**config.mk**
```make
export PLATFORM = sky130hd
export DESIGN_NAME = uart_tx_arbiter_flat
export DESIGN_NICKNAME = d
export VERILOG_FILES = /design/src/rtl/uart_pkg.sv /design/src/rtl/uart_tx_arbiter_if.sv /design/src/rtl/uart_tx_arbiter_rr_picker.sv /design/src/rtl/uart_tx_arbiter.sv /design/src/flat_wrapper.sv
export SDC_FILE = /design/constraint.sdc
export NUM_CORES = 1
export LEC_CHECK = 0
export CAP_MARGIN = 10
export CORE_MARGIN = 2
export CORE_UTILIZATION = 36
export CTS_BUF_LIST = sky130_fd_sc_hd__clkbuf_4 sky130_fd_sc_hd__clkbuf_8
export CTS_CLUSTER_DIAMETER = 150
export DETAILED_ROUTE_END_ITERATION = 7
export PLACE_DENSITY = 0.84
export SLEW_MARGIN = 10
export SYNTH_ARGS = -nofsm -noshare
export SYNTH_HDL_FRONTEND = slang
export SYNTH_HIERARCHICAL = 1
export SYNTH_SLANG_ARGS = --single-unit
```
**constraint.sdc**
```tcl
create_clock -name clk -period 1.5 [get_ports clk]
set_input_delay 0.3 -clock clk [delete_from_list [all_inputs] [get_ports clk]]
set_output_delay 0.3 -clock clk [all_outputs]
set_load 0.02 [all_outputs]
```
**src/rtl/uart_pkg.sv**
```systemverilog
// Shared types and constants for the UART transmit-side arbiter.
package uart_pkg;

    localparam int UART_DATA_W = 8;

    typedef enum logic [1:0] {
        ST_IDLE = 2'd0,
        ST_SEND = 2'd1,
        ST_DONE = 2'd2
    } state_e;

endpackage

```
**src/rtl/uart_tx_arbiter_if.sv**
```systemverilog
// Requester and UART-controller handshake bundle for the TX arbiter.
interface uart_tx_arbiter_if
    import uart_pkg::*;
#(
    parameter int NUM_REQ = 4
);
    logic [NUM_REQ-1:0]             req;
    logic [UART_DATA_W*NUM_REQ-1:0] req_data;
    logic [NUM_REQ-1:0]             req_ack;
    logic                           tx_data_req;
    logic [UART_DATA_W-1:0]         tx_data;
    logic                           tx_data_ack;

    modport master (
        input  req, req_data, tx_data_ack,
        output req_ack, tx_data_req, tx_data
    );

    modport slave (
        output req, req_data, tx_data_ack,
        input  req_ack, tx_data_req, tx_data
    );
endinterface

```
**src/rtl/uart_tx_arbiter_rr_picker.sv**
```systemverilog
// Combinational round-robin picker: first set request after 'last'.
module rr_picker #(
    parameter int NUM_REQ = 4,
    parameter int IDX_W   = 2
) (
    input  logic [NUM_REQ-1:0] req,
    input  logic [IDX_W-1:0]   last,
    output logic               found,
    output logic [IDX_W-1:0]   winner
);
    // Scan from farthest to nearest so the nearest hit is written last.
    always_comb begin
        found  = 1'b0;
        winner = '0;
        for (int k = NUM_REQ; k >= 1; k--) begin
            if (req[(int'(last) + k) % NUM_REQ]) begin
                found  = 1'b1;
                winner = IDX_W'((int'(last) + k) % NUM_REQ);
            end
        end
    end
endmodule

```
**src/rtl/uart_tx_arbiter.sv**
```systemverilog
// Round-robin sharing of the UART TX byte handshake among NUM_REQ producers.
module uart_tx_arbiter
    import uart_pkg::*;
#(
    parameter int NUM_REQ = 4,
    parameter int IDX_W   = 2
) (
    input  logic             clk,
    input  logic             rst,
    input  logic             en,
    uart_tx_arbiter_if.master bus,
    output logic             busy,
    output logic [IDX_W-1:0] grant_idx
);
    state_e                 state_q, state_d;
    logic [UART_DATA_W-1:0] data_q, data_d;
    logic [IDX_W-1:0]       grant_q, grant_d;
    logic [IDX_W-1:0]       last_q, last_d;
    logic [NUM_REQ-1:0]     ack_q, ack_d;
    logic                   txreq_q, txreq_d;
    logic                   busy_q, busy_d;
    logic                   found;
    logic [IDX_W-1:0]       win;

    rr_picker #(
        .NUM_REQ(NUM_REQ),
        .IDX_W  (IDX_W)
    ) u_pick (
        .req   (bus.req),
        .last  (last_q),
        .found (found),
        .winner(win)
    );

    always_ff @(posedge clk) begin
        if (rst) begin
            state_q <= ST_IDLE;
            data_q  <= '0;
            grant_q <= '0;
            last_q  <= IDX_W'(NUM_REQ - 1);
            ack_q   <= '0;
            txreq_q <= 1'b0;
            busy_q  <= 1'b0;
        end else begin
            state_q <= state_d;
            data_q  <= data_d;
            grant_q <= grant_d;
            last_q  <= last_d;
            ack_q   <= ack_d;
            txreq_q <= txreq_d;
            busy_q  <= busy_d;
        end
    end

    always_comb begin
        state_d = state_q;
        data_d  = data_q;
        grant_d = grant_q;
        last_d  = last_q;
        ack_d   = ack_q;
        txreq_d = txreq_q;
        busy_d  = busy_q;
        unique case (state_q)
            ST_IDLE: begin
                ack_d   = '0;
                txreq_d = 1'b0;
                busy_d  = 1'b0;
                if (en && found) begin
                    data_d  = bus.req_data[UART_DATA_W*int'(win) +: UART_DATA_W];
                    grant_d = win;
                    txreq_d = 1'b1;
                    busy_d  = 1'b1;
                    state_d = ST_SEND;
                end
            end
            ST_SEND: begin
                if (bus.tx_data_ack) begin
                    txreq_d = 1'b0;
                    ack_d   = NUM_REQ'(1) << grant_q;
                    last_d  = grant_q;
                    state_d = ST_DONE;
                end
            end
            ST_DONE: begin
                ack_d   = '0;
                busy_d  = 1'b0;
                state_d = ST_IDLE;
            end
            default: begin
                state_d = ST_IDLE;
            end
        endcase
    end

    assign bus.tx_data_req = txreq_q;
    assign bus.tx_data     = data_q;
    assign bus.req_ack     = ack_q;
    assign busy            = busy_q;
    assign grant_idx       = grant_q;
endmodule

```
**src/flat_wrapper.sv**
```systemverilog
// flat-port wrapper written by rule: the top's interface ports become plain ports
module uart_tx_arbiter_flat import uart_pkg::*;
#(
    parameter int NUM_REQ = 4,
    parameter int IDX_W   = 2
)
  (clk, rst, en, busy, grant_idx, bus_req, bus_req_data, bus_tx_data_ack, bus_req_ack, bus_tx_data_req, bus_tx_data);
  uart_tx_arbiter_if #(.NUM_REQ(NUM_REQ)) bus_i ();
  input  logic clk;
  input  logic rst;
  input  logic en;
  output logic busy;
  output logic [IDX_W-1:0] grant_idx;
  input wire logic [$bits(bus_i.req)-1:0] bus_req;
  input wire logic [$bits(bus_i.req_data)-1:0] bus_req_data;
  input wire logic [$bits(bus_i.tx_data_ack)-1:0] bus_tx_data_ack;
  output wire logic [$bits(bus_i.req_ack)-1:0] bus_req_ack;
  output wire logic [$bits(bus_i.tx_data_req)-1:0] bus_tx_data_req;
  output wire logic [$bits(bus_i.tx_data)-1:0] bus_tx_data;
  assign bus_i.req = bus_req;
  assign bus_i.req_data = bus_req_data;
  assign bus_i.tx_data_ack = bus_tx_data_ack;
  assign bus_req_ack = bus_i.req_ack;
  assign bus_tx_data_req = bus_i.tx_data_req;
  assign bus_tx_data = bus_i.tx_data;
  uart_tx_arbiter #(.NUM_REQ(NUM_REQ), .IDX_W(IDX_W)) u_core (.clk(clk), .rst(rst), .en(en), .bus(bus_i), .busy(busy), .grant_idx(grant_idx));
endmodule
```
# Yosys cells after proc, flatten, opt, wreduce, memory -nomap -nowiden
# Cells that the tools add are included.
# totals
input_bits,40
wordCells,69
register_bits,20
# op_classes
n_addsub,4
n_reduce_logical,15
n_eq_ne,4
muxes,29
shift,2
bitwise,4
magnitude_cmp,4
# op_table
cell,count
indexed part select 32 x 6 -> 8 bit,1
"< comparator 3 x 4 -> 1 bit, second input constant",4
two-way mux 1 bit,14
two-way mux 2 bit,6
AND reduction 2 bit,5
OR reduction 2 bit,5
binary-select mux 1 bit (select 2 bit),4
case mux 4 bit (2 select lines),1
nonzero test 2 bit,3
"adder 2 x 1 -> 2 bit, second input constant",2
"adder 2 bit, second input constant",2
"AND 1 bit, first input constant",4
two-way mux 4 bit,1
case mux 1 bit (2 select lines),2
case mux 2 bit (2 select lines),1
"<< shifter 1 x 2 -> 4 bit, first input constant",1
"equality test 2 x 1 -> 1 bit, second input constant",1
"equality test 2 bit, second input constant",1
logical NOT 2 bit,1
"inequality test 2 x 1 -> 1 bit, second input constant",1
"inequality test 2 bit, second input constant",1
logical AND 1 bit,1

# Logic depth before layout (Yosys ltp)
# depth
ltp_word,13
depth_mapped,7
ltp_nobuf,6

# Modules after synthesis
# The synthesis kept the hierarchy.
# modules_own_cells
mod,area_each_um2,n_inst,cells_each
uart_tx_arbiter,953.4,1,96
rr_picker,91.3,1,14

# Least setup slack after synthesis
# Ideal clock, no wire load.
# synth_timing
path_type,reg-to-reg
startpoint,register u_core.last_q[1]
endpoint,register u_core.data_q[3] (netlist: u_core/bus.tx_data[3])
required_ns,1.368
path_buffers,1
setup_ns,0.132
arrival_time_ns,1.522
path_stages_with_launch,8
synth_period_minus_slack_ns,1.654
path_slack_ns,-0.154
cell_sequence,dfxtp_1 nand2b_1 a21oi_2 o221ai_2 buf_6 mux4_2 nand2_1 a21oi_1
# synth_via
word_cells_on_any_way,27
classes_between,add/sub: 4; shift: 1; mux: 20; reduce/logical: 2
# synth_rtl
element,line_no,rtl
start: declaration,uart_tx_arbiter.sv:18,"logic [IDX_W-1:0] last_q, last_d;"
start signal: assignment,uart_tx_arbiter.sv:40,last_q <= IDX_W'(NUM_REQ - 1);
start signal: assignment,uart_tx_arbiter.sv:48,last_q <= last_d;
adder 2 x 1 -> 2 bit,uart_tx_arbiter_rr_picker.sv:16,if (req[(int'(last) + k) % NUM_REQ]) begin
binary-select mux 1 bit (select 2 bit),uart_tx_arbiter_rr_picker.sv:16,
two-way mux 1 bit (implied by the code) (2 in series),uart_tx_arbiter_rr_picker.sv:16,
two-way mux 2 bit (3 in series),uart_tx_arbiter_rr_picker.sv:16,
two-way mux 2 bit (*),uart_tx_arbiter_rr_picker.sv:16,
net u_core.win[0],uart_tx_arbiter.sv:23,logic [IDX_W-1:0] win;
indexed part select 32 x 6 -> 8 bit (*),uart_tx_arbiter.sv:69,data_d = bus.req_data[UART_DATA_W*int'(win) +: UART_DATA_W];
end signal: assignment,uart_tx_arbiter.sv:46,data_q <= data_d;
end: declaration,uart_tx_arbiter.sv:16,"logic [UART_DATA_W-1:0] data_q, data_d;"
# The timed path passes the listed nets; every way through them passes the cells marked *. The select of a mux whose other input is x is not followed.
# A chain may end at the register's enable or synchronous reset.

# Worst setup path in the final report
# layout_timing
startpoint,input port bus_req[2]
endpoint,register u_core.data_q[6] (netlist: u_core/bus.tx_data[6])
# layout_via
word_cells_on_any_way,23
classes_between,shift: 1; mux: 20; reduce/logical: 2
# layout_rtl
element,line_no,rtl
start: declaration,flat_wrapper.sv:14,input wire logic [$bits(bus_i.req)-1:0] bus_req;
binary-select mux 1 bit (select 2 bit),uart_tx_arbiter_rr_picker.sv:16,
two-way mux 1 bit (implied by the code) (2 in series),uart_tx_arbiter_rr_picker.sv:16,
two-way mux 2 bit (3 in series),uart_tx_arbiter_rr_picker.sv:16,
two-way mux 2 bit (*),uart_tx_arbiter_rr_picker.sv:16,
net u_core.win[0],uart_tx_arbiter.sv:23,
indexed part select 32 x 6 -> 8 bit (*),uart_tx_arbiter.sv:69,
# Marked as above.

==> impl_results.md <==
* Post-DP HPWL at 2.21 mm
* Fin Hold WS at 0.464 ns
* Final Hold Viols at 0
* Syn-to-layout area delta at 66.6%
* Most frequent cells in the layout: 36 x clkdlybuf4s50_1, 20 x nand2_1, 19 x dfxtp_1
* DRT iter0 DRCs at 28
* GP Congestion at 0.794
* Critical Path AT at 1.91 ns
* Vias per cell at 5.24
* PnR worst setup slack at -0.198 ns
* Place WS at -0.683 ns
* Status: finished with violations
* Leakage power at 0.712 nW
* Ant diodes at 0
* Net count after synthesis at 150
* Drt wl/cell at 13.5 um
* Worst-Margin Slew at 0.320 ns
* Failing checks: negative setup slack
* Fmax at 0.589 GHz
* Grt ovf at 0
* Antenna Nets Post-Route at 0
* DIE AREA at 3350 sq um
* Crit-path max FO at 9
* Slowest stage delay, CP at 0.51 ns
* Fillers at 203
* Data required, critical path at 1.71 ns
* Initial antenna violation count at 0
* Ys Warns at 6
* CP most frequent cell: a21oi_2
* Cells after DPL at 202
* Core Util, Final at 63.1%
* CP max-delay cell: mux4_2
* Pwr per Cell Area at 761 nW/um^2
* Synthesized flop and latch total at 20
* Worst Hold Class: flop to flop
* Clock sink count at 20
* Core Area at 2760 sq um
* Share of cells above drive strength 1 at 22.3%
* Clk_lat worst skew at 0.30 ns
* Largest net degree at the start of global routing at 14
* Cell variety after synth at 26
* Starting density of the core at 37.9%
* Critical-path cell list: clkdlybuf4s15_1, and2b_1, a21oi_2, o221ai_2, buf_12, mux4_2, nand2_1, a21oi_2
* H-tree Lvls at 1
* Non-Filler Instances at 206
* Die Y at 57.9 um
* RSZ-0062 raised after global routing: yes
* DRT Pass-1 Iters at 4
* CTS Buffer Depth at 2
* Kind of critical path: input port to flop
* DR vias at 1080
* Register area share after synthesis at 38.3%
* Peak VDD IR at 0.662 mV
* Mean Syn Cell Area at 9.50 sq um
* Hold bufs inserted after CTS at 0
* Final WL at 2.78 mm
* Final #Nets at 216
* # IOs at 56
* Rel. slew slack at 78.6%
* Reg clk slew, reported paths at 0.10 ns
* Root buffer cell: clkbuf_4
* Slew Viols, Final at 0
* DRC errors left at 0
* CTS buffer count at 3
* Commonest non-fill, non-tap cell in the layout: clkdlybuf4s50_1
* Max_cap viols at 0
* Cell count after synthesis at 110
* CTS tree: done
* Port-buffer cells at 55
* Die Width at 57.9 um
* Fin crit period at 1.70 ns
* Mapped Area at 1040 sq um
* Final setup fails at 8
* CP Capture Type: flop
* GRT Util Overall at 17.3%
* Crit start category: input port
* Row count at 19
* Fin crit share at 113%
* Vias in the first global route at 1078
* Fin Clk Skew at 0.00161 ns
* First-pass GRT wire length at 4.55 mm
## cell type report
cell class,instances,area (sq um),area share [%]
well taps,31,38.8,2.23
multi-input cells,79,604,34.7
flip-flops and latches,20,404,23.2
inverters,3,11.3,0.647
clock buffers,4,36.3,2.08
repair buffers,69,646,37.1
## Yosys cell counts
master	count	share of area, %
or3_1	2	1.2
a31oi_1	1	0.60
mux2i_1	1	0.96
a21oi_2	1	0.84
nor2b_1	1	0.60
buf_6	2	2.2
nand3b_1	2	1.4
buf_2	2	0.96
a21oi_1	19	9.1
nand2b_1	3	1.8
o21ai_0	1	0.48
clkbuf_1	2	0.72
o221ai_2	1	1.4
nand2_1	23	8.3
inv_1	3	1.1
or2_2	1	0.60
mux4_2	8	17
and2b_1	1	0.72
and4bb_2	1	1.2
nand4bb_4	1	2.6
or3b_1	1	0.84
a211o_1	2	1.7
dfxtp_1	20	38
nor2_1	5	1.8
nand3_1	4	1.9
buf_4	2	1.4
## path summary, 6_finish.rpt
check / start / end / slack (ns) / depth (start not counted)
setup / recovery: bus_req[2] / u_core/bus.tx_data[6]$_SDFFE_PP0P_ / -0.20 / 8
hold / removal: u_core/busy$_SDFFE_PP0P_ / u_core/busy$_SDFFE_PP0P_ / 0.46 / 2
setup reg to reg: u_core/last_q[1]$_SDFFE_PP1P_ / u_core/bus.tx_data[6]$_SDFFE_PP0P_ / -0.20 / 7
hold reg to reg: u_core/busy$_SDFFE_PP0P_ / u_core/busy$_SDFFE_PP0P_ / 0.46 / 2
## power by group
group,switching [mW],internal [mW]
clock,0.161,0.148
combinational,0.177,0.247
sequential,0.0259,0.565
total,0.363,0.961
## sequential cells by signal (all words and copies together), names as in the netlist
register	cells
u_core/busy	1
u_core/grant_idx	2
u_core/last_q	2
u_core/bus.tx_data_req	1
u_core/state_q	2
u_core/bus.req_ack	4
u_core/bus.tx_data	8
## through the flow
step,power (mW),TNS (ns),cell area [sq um]
CTS,1.32,-1.48,1720
floorplan,0.819,-0.915,1050
finish,1.32,-1.47,1740
detailed placement,1.04,-6.97,1700
global placement,1.02,-6.14,1700
global route,1.39,-2.10,1740
## cells by family after synthesis
| group | Yosys count | synth area share, % |
|---|---|---|
| AOI/OAI and AO/OA | 25 | 14.1 |
| buffers and inverters | 11 | 6.35 |
| DFF | 20 | 38.3 |
| and+or+nand+nor | 45 | 23.0 |
| muxes | 9 | 18.2 |
## repair_timing
item,in CTS,in global routing
gates resized for setup,21,7
setup endpoints to repair,24,8
hold endpoints to repair,0,0
pin swaps,1,1
buffers inserted,0,0
## metal layers
layer / vias up / global-route usage (%) / part of all wire (%)
met5: - / 0 / 0
met4: 0 / 4.98 / 0.75
met3: 2 / 5.36 / 12
met2: 67 / 30.4 / 47
met1: 490 / 20.2 / 40
li1: 521 / - / -
## critical path: cells and delay by family
| kind | cells | cell delay [ns] |
|---|---|---|
| compound gates | 3 | 0.30 |
| mux | 1 | 0.51 |
| buf+inv | 2 | 0.41 |
| simple gates | 2 | 0.38 |
(Power assumes the default switching activity.)
